[src/rtl/tick_scheduler.sv]
// tick_scheduler: shared time base for slow peripherals.
// A base prescaler divides clk into a one-cycle base tick. Four channels count
// base ticks and emit a one-cycle enable pulse plus a 50%-duty toggle each time
// their programmed period elapses. Periods/enables are changed through a
// valid/ready request that is committed only on a base-tick boundary.
//
// Ports:
//   clk         board clock, all logic on posedge
//   rst         synchronous active-high reset
//   cfg_valid   config request valid
//   cfg_ready   request can be accepted (combinational: IDLE and not in reset)
//   cfg_ch      target channel 0..3
//   cfg_period  new period in base ticks (0 forces the channel off)
//   cfg_en      new enable for the channel
//   cfg_done    one-cycle pulse after the request has been committed
//   tick        per-channel one-cycle enable pulse
//   tog         per-channel square wave, flips on every tick
//   ch_en       readback of committed channel enables
module tick_scheduler #(
   parameter int unsigned PRESCALE = 100,
   parameter int unsigned PW       = 16
) (
   input  logic          clk,
   input  logic          rst,
   input  logic          cfg_valid,
   output logic          cfg_ready,
   input  logic [1:0]    cfg_ch,
   input  logic [PW-1:0] cfg_period,
   input  logic          cfg_en,
   output logic          cfg_done,
   output logic [3:0]    tick,
   output logic [3:0]    tog,
   output logic [3:0]    ch_en
);

   localparam int unsigned CW    = (PRESCALE > 1) ? $clog2(PRESCALE) : 1;
   localparam int unsigned NCH   = 4;

   typedef enum logic [1:0] {
      S_IDLE = 2'd0,
      S_WAIT = 2'd1,
      S_DONE = 2'd2
   } state_t;

   state_t          r_state;
   state_t          w_state_nxt;

   logic [CW-1:0]   r_pcnt;
   logic            w_base_tick;

   logic [PW-1:0]   r_per  [NCH];
   logic [PW-1:0]   r_ccnt [NCH];
   logic [NCH-1:0]  r_en;
   logic [NCH-1:0]  r_tick;
   logic [NCH-1:0]  r_tog;
   logic            r_cfg_done;

   logic [1:0]      r_lat_ch;
   logic [PW-1:0]   r_lat_per;
   logic            r_lat_en;

   logic            w_accept;
   logic            w_commit;

   // Base prescaler: 0..PRESCALE-1, base tick on the last count
   assign w_base_tick = (r_pcnt == CW'(PRESCALE - 1));

   always_ff @(posedge clk) begin
      if (rst) begin
         r_pcnt <= '0;
      end else if (w_base_tick) begin
         r_pcnt <= '0;
      end else begin
         r_pcnt <= r_pcnt + CW'(1);
      end
   end

   // Config FSM: state register
   always_ff @(posedge clk) begin
      if (rst) begin
         r_state <= S_IDLE;
      end else begin
         r_state <= w_state_nxt;
      end
   end

   // Config FSM: next state
   always_comb begin
      w_state_nxt = r_state;
      case (r_state)
         S_IDLE:  if (w_accept)    w_state_nxt = S_WAIT;
         S_WAIT:  if (w_base_tick) w_state_nxt = S_DONE;
         S_DONE:                   w_state_nxt = S_IDLE;
         default:                  w_state_nxt = S_IDLE;
      endcase
   end

   // Config FSM: outputs and handshake strobes
   always_comb begin
      cfg_ready = 1'b0;
      w_accept  = 1'b0;
      w_commit  = 1'b0;
      if (r_state == S_IDLE && !rst) begin
         cfg_ready = 1'b1;
      end
      w_accept = cfg_valid && cfg_ready;
      if (r_state == S_WAIT && w_base_tick) begin
         w_commit = 1'b1;
      end
   end

   // Request latch, captured on accept and held through WAIT/DONE
   always_ff @(posedge clk) begin
      if (rst) begin
         r_lat_ch  <= '0;
         r_lat_per <= '0;
         r_lat_en  <= 1'b0;
      end else if (w_accept) begin
         r_lat_ch  <= cfg_ch;
         r_lat_per <= cfg_period;
         r_lat_en  <= cfg_en;
      end
   end

   // Channel counters; a commit to a channel overrides its count/tick on that base tick
   always_ff @(posedge clk) begin
      if (rst) begin
         for (int i = 0; i < NCH; i++) begin
            r_per[i]  <= '0;
            r_ccnt[i] <= '0;
         end
         r_en       <= '0;
         r_tick     <= '0;
         r_tog      <= '0;
         r_cfg_done <= 1'b0;
      end else begin
         r_tick     <= '0;
         r_cfg_done <= w_commit;
         for (int i = 0; i < NCH; i++) begin
            if (w_commit && (r_lat_ch == 2'(i))) begin
               r_per[i]  <= r_lat_per;
               // a zero period would never reach terminal count, so it disables
               r_en[i]   <= r_lat_en && (r_lat_per != '0);
               r_ccnt[i] <= '0;
               r_tog[i]  <= 1'b0;
            end else if (w_base_tick && r_en[i]) begin
               if (r_ccnt[i] == (r_per[i] - PW'(1))) begin
                  r_ccnt[i] <= '0;
                  r_tick[i] <= 1'b1;
                  r_tog[i]  <= ~r_tog[i];
               end else begin
                  r_ccnt[i] <= r_ccnt[i] + PW'(1);
               end
            end
         end
      end
   end

   assign cfg_done = r_cfg_done;
   assign tick     = r_tick;
   assign tog      = r_tog;
   assign ch_en    = r_en;

endmodule

[config.mk]
export PLATFORM = sky130hd
export DESIGN_NAME = tick_scheduler
export DESIGN_NICKNAME = d
export VERILOG_FILES = /design/src/rtl/tick_scheduler.sv
export SDC_FILE = /design/constraint.sdc
export NUM_CORES = 1
export LEC_CHECK = 0
export CORE_MARGIN = 5
export CORE_UTILIZATION = 55
export CTS_BUF_LIST = sky130_fd_sc_hd__clkbuf_8 sky130_fd_sc_hd__clkbuf_16
export CTS_CLUSTER_DIAMETER = 50
export DETAILED_ROUTE_END_ITERATION = 8
export GPL_TIMING_DRIVEN = 0
export PLACE_DENSITY = 0.77
export SYNTH_ARGS = -nofsm -noshare
export SYNTH_HDL_FRONTEND = slang
export SYNTH_SLANG_ARGS = --single-unit
export TNS_END_PERCENT = 5
[constraint.sdc]
create_clock -name clk -period 6.92 [get_ports clk]
set_input_delay 0.692 -clock clk [delete_from_list [all_inputs] [get_ports clk]]
set_output_delay 0.692 -clock clk [all_outputs]
set_load 0.02 [all_outputs]
==> flow_summary.json, run 1 <==
{
  "status": "finished, final reports clean",
  "gp_congestion": 0.9396,
  "finalClockSkew_ps": 8.084,
  "overflow": 0,
  "syn_nets": 972,
  "syn_area_sq_um": 9398,
  "crit_arrival_ps": 3810,
  "post_drt_wl_per_cell_microns": 16.34,
  "powerDensity_nw_per_um2": 207.9,
  "period_minus_slack_ps": 3636,
  "rr_endpoint": "r_ccnt[1][14]",
  "viasPerCell": 5.799,
  "fp-row-count": 47,
  "critical_path_class": "reg -> reg",
  "drt_iter0_drc": 653,
  "rsz0062_at_grt": "false",
  "hold-path-endpoint": "r_pcnt[0]",
  "cp_num_buf_inv": 3,
  "synth_common_cells": "128 x edfxtp_1, 94 x nor2_1, 88 x nand2_1",
  "antenna_found_initial": 0,
  "met1_usage_pct": 28.37,
  "min-delay-start": "r_pcnt[0]",
  "crit_required_ps": 7100,
  "start_util_pct": 56.27,
  "setup_viol": 0,
  "syn_area_per_cell_sq_um": 9.987,
  "nets": 1025,
  "synth-edff-count": 128,
  "synthCells": 941,
  "drcViolationCount": 0,
  "clk_pin_slew_ps": 60,
  "leakagePower_nw": 3.764,
  "cts.sinks": 169,
  "drv_slew": 0,
  "synth_top_family_by_area": "simple AND/OR/NAND/NOR gates",
  "seqCellArea_sq_um": 4664,
  "multi_input_area_sq_um": 4471,
  "dp_hpwl_microns": 14250,
  "ff2ff_setup_slack_ps": 3280,
  "drive_gt1_share_pct": 5.958,
  "synth_fa_ha_area_share_pct": 1.198,
  "crit_chain": "inv_1 -> ha_1 -> buf_2 -> or3b_2 -> o41ai_1 -> o2111ai_1 -> nor4_1 -> nand4_1 -> nand4_1 -> buf_2 -> nor2_1",
  "cts_root_buffer": "clkbuf_16",
  "holdPathStages": 1,
  "crit_slowest_cell": "or3b_2",
  "synth_area_leaders": "edfxtp_1 41%, dfxtp_1 8.7%, xnor2_1 6.7%",
  "cts_tree": "built",
  "grt_use_met2_pct": 32.59,
  "relSlewSlack_pct": 17.60,
  "cts_buffers": 17,
  "syn2layout_area_growth_pct": 12.21,
  "core-area_sq_um": 16700,
  "start_kind": "flip-flop",
  "p_total_mw": 2.192,
  "yosysMostFrequentCell": "edfxtp_1",
  "grt_pass1_vias": 6684,
  "finalHoldViolations": 0,
  "muxShareOfSynthArea_pct": 0.3328,
  "min-delay-path-class": "reg -> reg",
  "ys_warn_count": 0,
  "clk_latency_ps": 430,
  "crit_family": "simple AND/OR/NAND/NOR gates",
  "wl_microns": 20050,
  "htreeDepth": 4,
  "ys_types": 66,
  "cts_buffer_depth": 2,
  "dp_cells": 1195,
  "final.setup.tns_ps": 0,
  "yosysTopAreaCell": "edfxtp_1",
  "first_pass_iters": 5,
  "groute.layer.met3.usage_pct": 4.030,
  "cp_max_fo": 10,
  "ys_ff_latch": 169,
  "synth_simple_gate_area_share_pct": 25.88,
  "async_flop_share_pct": 0,
  "cap_violations": 0,
  "fillers": 1404,
  "yosysTopAreaCellShare_pct": 40.90,
  "die_area_sq_um": 19800,
  "final_cells": 1227,
  "ys_seq_area_share_pct": 49.63,
  "synthXorXnorAreaFrac_pct": 12.77,
  "ir_drop_uv": 182.1,
  "tightest_slew_ps": 1225,
  "r2r_cells": 11,
  "finalCritPeriodShare_pct": 52.54,
  "ant_nets": 0,
  "grt.total_usage_pct": 20.33,
  "synth_ff_type": "edfxtp_1",
  "grt_pass1_wl_microns": 32710,
  "portBuffers": 34,
  "slowest_delay_ps": 510,
  "end_kind": "flip-flop",
  "hold_buffers": 0,
  "vias": 7115,
  "r2r_start": "r_per[1][0]",
  "antenna_cells": 0,
  "ios": 36,
  "fmax_ghz": 0.2751,
  "die-height_microns": 140.7,
  "busiest_layer": "met2",
  "cts_resized": 0,
  "grt_max_degree": 19,
  "synth-compound-area-share_pct": 7.336,
  "cts_setup_buffers": 0,
  "dieWidth_microns": 140.7
}
[worst max-delay path by stage]
stage / endpoint / slack [ps] / start / cells past startpoint
6_report: r_ccnt[1][14] / 3280 / r_per[1][0] / 11
3_3_place_gp: r_ccnt[1][15] / 3400 / r_per[1][0] / 11
3_5_place_dp: r_ccnt[1][14] / 3350 / r_per[1][0] / 11
5_1_grt: r_ccnt[1][1] / 3070 / r_per[1][0] / 11
2_1_floorplan: r_ccnt[3][10] / 3840 / r_per[3][0] / 11
4_1_cts: r_ccnt[1][14] / 3320 / r_per[1][0] / 11
[area by class of cell]
class	count	share of cell area [%]
clock buffer	19	4.402
clock inverter	13	0.5933
inverter	21	0.7475
multi-input combinational	710	42.39
tap	220	2.610
sequential	169	44.23
buffer	41	1.792
timing repair buffer	34	3.227
[state kept, by name, summed over array words and instances, names as in the netlist]
signal     count
tog            4
tick           4
r_pcnt         7
ch_en          4
r_lat_per     16
r_lat_ch       2
cfg_done       1
r_ccnt        64
r_state        2
r_per         64
r_lat_en       1
[metal layers]
layer / wire length (microns) / vias to the layer above
li1: - / 3508
met1: 9323 / 3346
met2: 9235 / 224
met3: 1144 / 37
met4: 349 / 0
met5: 0 / -
[report_power, final]
part / internal, mW / leakage (nW) / switching, mW / total, mW
combinational: 0.0717 / 1.82 / 0.0933 / 0.165
clock: 0.480 / 0.287 / 0.379 / 0.859
sequential: 1.12 / 1.65 / 0.0459 / 1.17
total: 1.67 / 3.76 / 0.519 / 2.19
[through the flow]
step	hold WS [ps]	utilization [%]	worst slack [ps]	cell area, sq um
after floorplan	413.2	-	3840	9398
after global placement	427.6	59.96	3402	10010
after detailed placement	433.2	59.99	3348	10020
after CTS	451.0	63.14	3319	10550
after global routing	475.1	63.14	3074	10550
final	457.3	63.14	3284	10550
[cell families after synthesis]
logic type / Yosys count
muxes: 3
buffers and inverters: 62
AOI/OAI and AO/OA: 98
xor gates and xnor gates: 137
adders and majority gates: 9
and+or+nand+nor: 463
DFF: 169
[cell usage in the layout (no fill, tap or decap), types with 4 or more instances in the layout]
cell	Yosys	layout
nand3_1	39	39
nor3b_1	4	4
or4_1	9	9
inv_1	21	25
a21oi_1	34	34
dfxtp_1	41	41
nor2b_1	10	10
or3_1	8	8
xor2_1	65	65
nand2_1	88	88
and2_1	21	21
nor4_1	22	22
edfxtp_1	128	128
clkdlybuf4s50_1	0	34
nor4b_1	7	7
clkbuf_1	32	32
o21ai_0	13	13
nor2_1	94	94
o31ai_1	4	4
a31oi_1	4	4
buf_2	4	4
nand2b_1	7	7
and3_1	69	69
o211ai_1	4	4
ha_1	9	9
a32o_1	6	6
nor2_2	10	10
a41oi_1	4	4
xnor2_1	72	72
clkbuf_16	0	18
nand4_1	12	12
nor3_1	42	41
nand3b_1	5	5
clkinv_2	0	7
Power figures use the tool's default switching activity.
==> run 2: changes to the inputs <==
Settings changed: PLACE_DENSITY 0.77 to 0.8.
Clock period 6.92 ns to 3 ns, I/O delays scaled along.
==> flow_summary.json, run 2 (synthesis results as in run 1) <==
{
  "nets": 1036,
  "clkPwrFrac_pct": 42.8,
  "tightest_slew_ps": 731.9,
  "dieWidth_microns": 140.7,
  "slowest_delay_ps": 490,
  "finalHoldViolations": 0,
  "p_total_mw": 5.417,
  "fillers": 1313,
  "combPwrFrac_pct": 7.4,
  "die-height_microns": 140.7,
  "gp_congestion": 0.8767,
  "cap_violations": 0,
  "htreeDepth": 4,
  "grt_max_degree": 19,
  "clk_latency_ps": 430,
  "relSlewSlack_pct": 50.80,
  "viasPerCell": 5.894,
  "antenna_cells": 0,
  "dp_cells": 1196,
  "start_kind": "flip-flop",
  "crit_family": "simple AND/OR/NAND/NOR gates",
  "crit_arrival_ps": 3470,
  "post_drt_wl_per_cell_microns": 16.83,
  "min-delay-path-class": "in -> reg",
  "finalClockSkew_ps": 7.947,
  "ios": 36,
  "antenna_found_initial": 0,
  "p_sw_mw": 1.308,
  "finalWorstSetupSlack_ps": -280.2,
  "cts_buffer_depth": 2,
  "end_kind": "flip-flop",
  "syn2layout_area_growth_pct": 16.58,
  "wl_microns": 20840,
  "crit_required_ps": 3190,
  "core-area_sq_um": 16700,
  "reg_top3": "r_ccnt: 64 flops, r_per: 64 flops, r_lat_per: 16 flops",
  "drive_gt1_share_pct": 9.921,
  "rsz0062_at_grt": "true",
  "violations": "setup timing",
  "switching_share_pct": 24.15,
  "grt_pass1_wl_microns": 33380,
  "cp_num_buf_inv": 3,
  "cts_tree": "built",
  "period_minus_slack_ps": 3280,
  "fp-row-count": 47,
  "crit_chain": "inv_1 -> ha_2 -> or3b_4 -> buf_8 -> or4_4 -> a2111oi_4 -> o211ai_1 -> a2111o_1 -> nand4_4 -> clkbuf_16 -> nor2_2",
  "first_pass_iters": 5,
  "fmax_ghz": 0.3049,
  "overflow": 0,
  "die_area_sq_um": 19800,
  "multi_input_area_sq_um": 4649,
  "status": "complete, but fails checks",
  "p_int_mw": 4.109,
  "ir_drop_uv": 480.9,
  "cp_max_fo": 5,
  "finalCritPeriodShare_pct": 109.3,
  "hold-worst-slack_ps": 416.7,
  "ant_nets": 0,
  "crit_slowest_cell": "or4_4",
  "critical_path_class": "reg -> reg",
  "leakagePower_nw": 3.890,
  "fin_util_pct": 65.60,
  "grt.total_usage_pct": 20.79,
  "cts_buffers": 17,
  "seqCellArea_sq_um": 4664,
  "drcViolationCount": 0,
  "most-common-layout-cells": "128 x edfxtp_1, 94 x nor2_1, 87 x nand2_1",
  "seq_power_share_pct": 49.7,
  "final_cells": 1238,
  "layout_commonest_cell": "edfxtp_1",
  "powerDensity_nw_per_um2": 494.5,
  "start_util_pct": 56.27,
  "cts_root_buffer": "clkbuf_16",
  "portBuffers": 34,
  "dp_hpwl_microns": 14410,
  "drv_slew": 0,
  "cts.sinks": 169,
  "vias": 7297,
  "drt_iter0_drc": 712,
  "post-place-ws_ps": -417.7,
  "setup_viol": 17,
  "hold_buffers": 0,
  "clk_pin_slew_ps": 70,
  "grt_pass1_vias": 6908
}
run 2: cell types whose count changed in the layout (fill, tap and decap cells not counted), sizes merged:
| cell | previous run | this run |
|---|---|---|
| buf | 7 | 19 |
| clkinv | 7 | 3 |
| bufinv | 0 | 2 |
| clkinvlp | 0 | 2 |
| clkbuf | 53 | 52 |
run 2: repair_timing:
action                     CTS  global route
buffers inserted             5             5
pin swaps                    3             8
resized for setup           16            23
setup endpoints to repair  207            73
gates cloned                 0             1
run 2: final cells by class:
class,instances,share of cell area (%)
inverter,21,0.7195
multi-input combinational,710,42.44
sequential,169,42.58
timing repair buffer,46,4.123
tap,220,2.513
clock inverter,13,1.393
buffer,40,1.896
clock buffer,19,4.340
run 2: metal layers:
layer / up-vias / track usage (%) / routed length (microns)
li1: 3537 / - / -
met1: 3452 / 27.76 / 9151
met2: 266 / 34.30 / 10020
met3: 42 / 3.725 / 1233
met4: 0 / 7.292 / 432
met5: - / 0 / 0
run 2: final timing paths:
check / startpoint / slack [ps] / endpoint / cells after the start
setup / recovery: r_per[3][0] / -280 / r_ccnt[3][8] / 11
hold / removal: cfg_period[11] / 420 / r_lat_per[11] / 3
setup reg to reg: r_per[3][0] / -280 / r_ccnt[3][8] / 11
hold reg to reg: r_pcnt[0] / 440 / r_pcnt[0] / 1
run 2: worst reg2reg max path: stages, from the launching register on:
cell,delay [ps]
edfxtp_1,430
inv_1,80
ha_2,190
or3b_4,380
buf_8,130
or4_4,490
a2111oi_4,310
o211ai_1,210
a2111o_1,400
nand4_4,190
clkbuf_16,180
nor2_2,40
run 2: metrics by stage:
stage | TNS, ps | cell area [sq um]
2_1_floorplan | 0 | 9409
3_3_place_gp | -37490 | 10020
3_5_place_dp | -34410 | 10040
4_1_cts | -2882 | 10790
5_1_grt | -6119 | 10960
6_report | -4037 | 10960
run 2: power groups by stage:
stage	Clock, mW	Combinational [mW]	Sequential [mW]
finish	2.32	0.404	2.69
global route	2.42	0.446	2.70
CTS	2.33	0.391	2.69
detailed placement	0	0.377	2.74
global placement	0	0.365	2.74
floorplan	0	0.289	2.70
